**config.mk**
```make
export PLATFORM = sky130hd
export DESIGN_NAME = fifo_rd_drain
export DESIGN_NICKNAME = d
export VERILOG_FILES = /design/src/rtl/fifo_pkg.sv /design/src/rtl/fifo_rd_drain_skid.sv /design/src/rtl/fifo_rd_drain.sv
export SDC_FILE = /design/constraint.sdc
export NUM_CORES = 1
export LEC_CHECK = 0
export CORE_AREA = 2 2 86 88
export CTS_BUF_LIST = sky130_fd_sc_hd__clkbuf_8
export CTS_CLUSTER_SIZE = 20
export DETAILED_ROUTE_END_ITERATION = 12
export DIE_AREA = 0 0 88 90
export GPL_TIMING_DRIVEN = 0
export HOLD_SLACK_MARGIN = 0.15
export SYNTH_ARGS = -nofsm -noshare
export SYNTH_HDL_FRONTEND = slang
export SYNTH_SLANG_ARGS = --single-unit
export TNS_END_PERCENT = 50
```
**constraint.sdc**
```tcl
create_clock -name rclk -period 5.2 [get_ports rclk]
set_clock_uncertainty 0.05 [all_clocks]
set_input_delay 1.56 -clock rclk [delete_from_list [all_inputs] [get_ports rclk]]
set_output_delay 1.56 -clock rclk [all_outputs]
set_load 0.02 [all_outputs]
```
**src/rtl/fifo_pkg.sv**
```systemverilog
// Shared types and helpers for the read-side FIFO drain logic.
package fifo_pkg;

    typedef enum logic [1:0] {
        OCC_EMPTY = 2'd0,
        OCC_ONE   = 2'd1,
        OCC_TWO   = 2'd2
    } occ_e;

    // Counter width for a modulo-n counter; never narrower than one bit.
    function automatic int cnt_width(input int n);
        return (n <= 2) ? 1 : $clog2(n);
    endfunction

endpackage

```
**src/rtl/fifo_rd_drain_skid.sv**
```systemverilog
// Two-entry output buffer with occupancy FSM; head register drives the stream data.
module rd_skid_buf
    import fifo_pkg::*;
#(
    parameter int DATASIZE = 8
) (
    input  logic                rclk,
    input  logic                rrst,
    input  logic                push,
    input  logic                pop,
    input  logic [DATASIZE-1:0] din,
    output logic [DATASIZE-1:0] head,
    output occ_e                occ,
    output logic                full
);

    occ_e                occ_q, occ_d;
    logic [DATASIZE-1:0] head_q, head_d;
    logic [DATASIZE-1:0] slot1_q, slot1_d;

    // NOTE: every output of this block gets a default first, so no path can infer a latch.
    always_comb begin
        occ_d   = occ_q;
        head_d  = head_q;
        slot1_d = slot1_q;
        case (occ_q)
            OCC_EMPTY: begin
                if (push) begin
                    occ_d  = OCC_ONE;
                    head_d = din;
                end
            end
            OCC_ONE: begin
                if (push && !pop) begin
                    occ_d   = OCC_TWO;
                    slot1_d = din;
                end else if (pop && !push) begin
                    occ_d = OCC_EMPTY;
                end else if (push && pop) begin
                    head_d = din;
                end
            end
            OCC_TWO: begin
                if (pop) begin
                    occ_d  = OCC_ONE;
                    head_d = slot1_q;
                end
            end
            default: occ_d = OCC_EMPTY;
        endcase
    end

    // NOTE: state updates use non-blocking assignments so every register samples pre-edge values.
    always_ff @(posedge rclk) begin
        if (rrst) begin
            occ_q   <= OCC_EMPTY;
            head_q  <= '0;
            // NOTE: slot1 is only read after a push fills it, but clearing it keeps reset state deterministic.
            slot1_q <= '0;
        end else begin
            occ_q   <= occ_d;
            head_q  <= head_d;
            slot1_q <= slot1_d;
        end
    end

    assign head = head_q;
    assign occ  = occ_q;
    assign full = (occ_q == OCC_TWO);

endmodule

```
**src/rtl/fifo_rd_drain.sv**
```systemverilog
// Drains the show-ahead FIFO read port into a registered valid/ready stream with burst framing.
module fifo_rd_drain
    import fifo_pkg::*;
#(
    parameter int DATASIZE = 8,
    parameter int BURSTLEN = 16,
    parameter int CNTSIZE  = 16
) (
    input  logic                rclk,
    input  logic                rrst,
    input  logic                rd_en,
    input  logic [DATASIZE-1:0] rdata,
    input  logic                rempty,
    output logic                rinc,
    output logic [DATASIZE-1:0] m_data,
    output logic                m_valid,
    input  logic                m_ready,
    output logic                m_last,
    output logic [CNTSIZE-1:0]  word_cnt
);

    localparam int                 BEAT_W    = cnt_width(BURSTLEN);
    localparam logic [BEAT_W-1:0]  LAST_BEAT = BEAT_W'(BURSTLEN - 1);

    occ_e              occ;
    logic              full;
    logic              pop;
    logic [BEAT_W-1:0] beat_cnt;

    // Pop decision uses only registered occupancy and FIFO/flow inputs, never m_ready.
    assign rinc    = !rrst && rd_en && !rempty && !full;
    assign m_valid = !rrst && (occ != OCC_EMPTY);
    assign pop     = m_valid && m_ready;
    assign m_last  = m_valid && (beat_cnt == LAST_BEAT);

    rd_skid_buf #(
        .DATASIZE (DATASIZE)
    ) u_skid (
        .rclk (rclk),
        .rrst (rrst),
        .push (rinc),
        .pop  (pop),
        .din  (rdata),
        .head (m_data),
        .occ  (occ),
        .full (full)
    );

    always_ff @(posedge rclk) begin
        if (rrst) begin
            beat_cnt <= '0;
            word_cnt <= '0;
        end else if (pop) begin
            beat_cnt <= (beat_cnt == LAST_BEAT) ? '0 : beat_cnt + 1'b1;
            word_cnt <= word_cnt + 1'b1;
        end
    end

endmodule
```
==> impl_metrics.csv, run 1 <==
group,metric,value,unit
synth,ys_warn_count,0,
routing,drt_iter0_markers,74,
synth,synthCells,187,
critical_path,slowest_delay,0.60,ns
synth,synth_cell_types,41,
synth,synth-edff-count,0,
synth,synth_nets,202,
routing,wl,4.08,mm
clocking,cts_tree,"yes",
grt,grtUsageTotal,10.8,%
floorplan,fp.coreArea,7020,sq um
cells_and_area,syn2layout_area_growth,34.7,%
synth,post-synth-top-count-cell,"dfxtp_1",
synth,syn-cell-area,1720,sq um
synth,synthArstFlopShare,0,%
critical_path,critPathLaunch,"rrst",
critical_path,r2r_slack,3.34,ns
routing,routed.top_layer,"met4",
floorplan,die_h,90,um
cells_and_area,n_antenna_cell,0,
timing,final_hold_viol_count,0,
place,gp_congestion,0.764,
timing,worst_pin_slew,0.551,ns
cells_and_area,design_area,2320,sq um
synth,ys_ff_latch,38,
grt,grt_pass1_vias,1390,
clocking,root_buffer,"clkbuf_8",
routing,vias,1481,
synth,yosysTopAreaCellShare,44.2,%
run_status,status,"finished, final reports clean",
routing,first_pass_iters,4,
grt,grt_max_degree,11,
synth,synth_top_area_cell,"dfxtp_1",
timing,rsz0062_at_grt,"no",
floorplan,die-area,7920,sq um
critical_path,crit_path_start_kind,"primary input",
critical_path,crit_top_cell,"clkdlybuf4s50_1",
place,port_buffers,39,
critical_path,worstPathCellList,"clkdlybuf4s50_1 -> o21bai_2 -> clkinv_2 -> clkdlybuf4s50_1",
critical_path,cp_num_buf_inv,3,
timing,max_clock_freq,211,MHz
clocking,cts_setup_buffers,0,
routing,final_antenna_net_count,0,
critical_path,path_class,"primary input to output pin",
critical_path,worst-path-max-fanout,10,
place,post_dp_cell_area,2240,sq um
critical_path,arrival,3.14,ns
critical_path,required,3.59,ns
critical_path,crit_slowest_cell,"clkdlybuf4s50_1",
grt,grt_pass1_wl,6.68,mm
routing,m1WireLength,1.97,mm
clocking,postCtsHoldBufs,0,
timing,relSlewSlack,63.3,%
floorplan,io-pin-count,40,
synth,yosysSeqAreaShare,44.2,%
clocking,cts_max_path_buffers,2,
pwr,p_per_area,247,nW/um^2
floorplan,start_util,24.5,%
synth,syn_area_per_cell,9.21,sq um
timing,finalCriticalPeriod,4.75,ns
cells_and_area,nets,248,
routing,dr_wl_met3,187,um
routing,avgViaCountPerCell,4.47,
critical_path,rr_startpoint,"word_cnt[0]",
clocking,cts_buffers,5,
synth,synth.area.top_cells,"dfxtp_1, mux2i_1, nor2_1, nand3_1, a211oi_1",
place,place_hpwl,3.00,mm
routing,drc,0,
clocking,cts_resized,0,
clocking,cts_sinks,38,
timing,final_max_slew_viol_count,0,
floorplan,rows,31,
pwr,power,572,uW
timing,setup_tns,0,ns
pwr,ir_drop,0.127,mV
synth,synthTopCellsByCount,"dfxtp_1, nor2_1, mux2i_1",
critical_path,crit_family,"buffers and inverters",
clocking,clk_latency,0.29,ns
min_path,hold_path.class,"flop to flop",
job,maxCapViolations,0,
critical_path,reg2reg_depth,5,
pwr,power_leakage,0.825,nW
routing,routed-wl-met2,1.86,mm
critical_path,worst-path-stages,4,
timing,fin_crit_sh,91.3,%
grt,gr-total-overflow,0,
critical_path,endpoint,"m_valid",
clocking,htreeDepth,2,
routing,routedWlPerCell,12.3,um
clocking,path_clk_slew,0.07,ns
synth,synth-main-ff-cell,"dfxtp_1",
critical_path,worstReg2RegEnd,"word_cnt[12]",
floorplan,die_x,88,um
cells_and_area,drive_gt1_share,8.19,%
critical_path,worstSetupEndpointType,"output pin",
grt,antenna_found_initial,0,
timing,setup_viol,0,
stage by stage:
stage	cells	hold WS (ns)	util, %	setup WS (ns)
global route	331	0.471	33.0	0.409
finish	331	0.440	33.0	0.451
global placement	325	0.423	31.8	0.466
detailed placement	325	0.436	31.8	0.468
CTS	331	0.446	33.0	0.454
floorplan	187	0.409	-	1.35
report_power, final:
group          leakage, nW  switching [mW]  internal, mW  total [mW]
clock               0.0431           0.101         0.102       0.203
sequential           0.308         0.00489         0.298       0.303
combinational        0.473          0.0345        0.0314      0.0658
total                0.825           0.140         0.432       0.572
logic make-up (layout without fill, tap and decap cells):
family / after synthesis / in the layout / synth area share (%)
simple gates: 77 / 77 / 23.1
flops: 38 / 38 / 44.2
compound gates: 31 / 31 / 13.5
mux: 16 / 16 / 9.30
buf+inv: 14 / 59 / 3.85
xor+xnor: 9 / 9 / 4.58
fa+ha+maj: 2 / 2 / 1.45
worst reg2reg max path: stages, from the launching register on:
cell	delay [ns]
dfxtp_1	0.40
ha_1	0.20
nand3_1	0.19
or2_1	0.31
or4_1	0.51
a21oi_1	0.15
area by class of cell:
type,instances,area [sq um]
buffer,9,46.3
timing repair buffer,39,390
multi-input combinational,135,895
inverter,5,20.0
tap,99,124
sequential,38,761
clock buffer,6,82.6
fill,726,4700
worst min path at each step:
stage	depth (start not counted)	start	slack, ns	to
after floorplan	2	beat_cnt[3]	0.41	beat_cnt[3]
after global placement	2	beat_cnt[3]	0.42	beat_cnt[3]
after detailed placement	2	u_skid.slot1_q[3]	0.44	u_skid.slot1_q[3]
after CTS	2	word_cnt[1]	0.45	word_cnt[1]
after global routing	2	word_cnt[12]	0.47	word_cnt[12]
final	2	word_cnt[1]	0.44	word_cnt[1]
metal layers:
layer,vias up,global-route usage [%]
li1,758,-
met1,680,14.7
met2,36,16.4
met3,7,3.03
met4,0,3.46
met5,-,0
cell usage in the layout, fill, tap and decap left out, types with 3 or more instances in the layout:
master	netlist	routed
a211oi_1	6	6
a21oi_1	8	8
buf_2	4	4
clkbuf_1	4	4
clkbuf_8	0	6
clkdlybuf4s50_1	0	39
dfxtp_1	38	38
inv_1	4	4
mux2i_1	16	16
nand2_1	10	10
nand2b_1	3	3
nand3_1	11	11
nor2_1	26	26
nor3_1	3	3
o311ai_0	3	3
o31ai_1	3	3
o41ai_1	3	3
or4_1	4	4
xnor2_1	5	5
xor2_1	4	4
state kept, by name, indices dropped and copies added, names as in the netlist:
name,flops
beat_cnt,4
u_skid.head,8
u_skid.slot1_q,8
word_cnt,16
u_skid.occ,2
(Power assumes the default switching activity.)
==> inputs of run 2 (changes only) <==
--- a/config.mk
+++ b/config.mk
@@ -12,6 +12,7 @@
 export DIE_AREA = 0 0 88 90
 export GPL_TIMING_DRIVEN = 0
 export HOLD_SLACK_MARGIN = 0.15
+export SLEW_MARGIN = 20
 export SYNTH_ARGS = -nofsm -noshare
 export SYNTH_HDL_FRONTEND = slang
 export SYNTH_SLANG_ARGS = --single-unit
==> results of run 2 <==
Final layout, timing and power as in run 1 (identical DEF).
==> inputs of run 3 (changes only) <==
--- a/config.mk
+++ b/config.mk
@@ -5,13 +5,14 @@
 export SDC_FILE = /design/constraint.sdc
 export NUM_CORES = 1
 export LEC_CHECK = 0
-export CORE_AREA = 2 2 86 88
+export CORE_AREA = 2 2 59 61
 export CTS_BUF_LIST = sky130_fd_sc_hd__clkbuf_8
 export CTS_CLUSTER_SIZE = 20
 export DETAILED_ROUTE_END_ITERATION = 12
-export DIE_AREA = 0 0 88 90
+export DIE_AREA = 0 0 61 63
 export GPL_TIMING_DRIVEN = 0
 export HOLD_SLACK_MARGIN = 0.15
+export PLACE_DENSITY = 0.85
 export SLEW_MARGIN = 20
 export SYNTH_ARGS = -nofsm -noshare
 export SYNTH_HDL_FRONTEND = slang
==> impl_metrics.csv, run 3 (synthesized netlist as in run 1, its figures left out) <==
group,metric,value,unit
run_status,status,"finished, final reports clean",
routing,vias,1547,
timing,setup_viol,0,
clocking,cts_sinks,38,
critical_path,reg2reg_depth,5,
cells_and_area,syn2layout_area_growth,31.3,%
critical_path,arrival,3.14,ns
clocking,path_clk_slew,0.07,ns
cells_and_area,layout_commonest_cell,"clkdlybuf4s50_1",
floorplan,die-area,3840,sq um
routing,wl,3.68,mm
floorplan,fp.coreArea,3230,sq um
pwr,ir_drop,0.193,mV
min_path,hold_path.class,"flop to flop",
place,port_buffers,39,
clocking,postCtsHoldBufs,0,
grt,grtUsageTotal,20.9,%
critical_path,required,3.59,ns
cells_and_area,top_register,"word_cnt",
critical_path,crit_slowest_cell,"clkdlybuf4s50_1",
grt,gr-total-overflow,0,
cells_and_area,nets,248,
critical_path,worst-path-max-fanout,10,
min_path,hold_depth,2,
floorplan,start_util,53.3,%
critical_path,worstSetupEndpointType,"output pin",
routing,first_pass_iters,4,
clocking,cts_tree,"yes",
timing,final_max_slew_viol_count,0,
cells_and_area,final_cell_mix,"clkdlybuf4s50_1, dfxtp_1, nor2_1",
clocking,root_buffer,"clkbuf_8",
critical_path,cp_num_buf_inv,3,
pwr,power,575,uW
critical_path,slowest_delay,0.59,ns
critical_path,worst-path-stages,4,
clocking,htreeDepth,2,
critical_path,crit_top_cell,"clkdlybuf4s50_1",
grt,antenna_found_initial,0,
timing,rsz0062_at_grt,"no",
floorplan,io-pin-count,40,
floorplan,die_x,61,um
place,place_hpwl,2.60,mm
routing,final_antenna_net_count,0,
job,maxCapViolations,0,
timing,max_clock_freq,211,MHz
place,gp_congestion,0.788,
timing,setup_tns,0,ns
clocking,clk_latency,0.29,ns
clocking,cts_buffers,5,
grt,grt_max_degree,12,
timing,relSlewSlack,65.6,%
routing,drc,0,
critical_path,crit_path_start_kind,"primary input",
timing,final_hold_viol_count,0,
clocking,cts_setup_buffers,0,
critical_path,worstPathCellList,"clkdlybuf4s50_1 -> o21bai_2 -> clkinv_2 -> clkdlybuf4s50_1",
timing,fin_crit_sh,91.3,%
pwr,p_per_area,254,nW/um^2
clocking,cts_resized,0,
cells_and_area,num-fill-cells,274,
routing,routedWlPerCell,13.1,um
timing,finalCriticalPeriod,4.75,ns
pwr,power_leakage,0.834,nW
critical_path,path_class,"primary input to output pin",
critical_path,crit_family,"buffers and inverters",
critical_path,r2r_slack,3.29,ns
cells_and_area,n_antenna_cell,0,
grt,grt_pass1_wl,6.20,mm
cells_and_area,drive_gt1_share,8.55,%
routing,drt_iter0_markers,77,
timing,worst_pin_slew,0.517,ns
floorplan,die_h,63,um
cells_and_area,largest_register_ffs,16,
clocking,cts_max_path_buffers,2,
floorplan,rows,21,
routing,avgViaCountPerCell,5.53,
grt,grt_pass1_vias,1414,
## run 3: cell count changes in the layout (fill, tap and decap cells not counted)
cell	previous run	this run
clkinv_2	1	2
inv_1	4	5
## run 3: power by group
part           switching (mW)  total [mW]  internal, mW
Combinational          0.0342      0.0655        0.0314
Sequential            0.00523       0.304         0.298
Clock                   0.101       0.205         0.105
Total                   0.140       0.575         0.435
## run 3: final cells by class
class / count / area [sq um] / share of cell area [%]
clock buffers: 6 / 82.6 / 3.65
flip-flops and latches: 38 / 761 / 33.6
multi-input cells: 135 / 895 / 39.6
clock inverters: 2 / 8.76 / 0.387
plain buffers: 9 / 46.3 / 2.05
inverters: 5 / 20.0 / 0.885
well taps: 46 / 57.6 / 2.55
repair buffers: 39 / 390 / 17.3
## run 3: routing by layer
metal  GRT usage, %  vias up  wire [um]
met5              0        -          0
met4           4.35        0         21
met3           6.83        3        184
met2           33.3       45       1750
met1           27.2      731       1720
li1               -      768          -
## run 3: path summary, 6_finish.rpt
path / startpoint / endpoint
min reg2reg: beat_cnt[1] / beat_cnt[1]
min: beat_cnt[1] / beat_cnt[1]
max reg2reg: word_cnt[0] / word_cnt[12]
max: rrst / m_valid
## run 3: metrics by stage
stage / setup WS (ns) / cell area, sq um / std cells / hold WS [ns] / util (%)
floorplan: 1.35 / 1720 / 187 / 0.409 / -
global placement: 0.464 / 2170 / 272 / 0.424 / 67.1
detailed placement: 0.491 / 2170 / 272 / 0.430 / 67.1
CTS: 0.456 / 2260 / 280 / 0.443 / 70.0
global route: 0.375 / 2260 / 280 / 0.464 / 70.0
finish: 0.454 / 2260 / 280 / 0.439 / 70.0
## run 3: worst register-to-register path, stage by stage (launching register included)
cell and delay (ns):
dfxtp_1 0.41, ha_1 0.20, nand3_1 0.19, or2_1 0.31, or4_1 0.52, a21oi_1 0.17
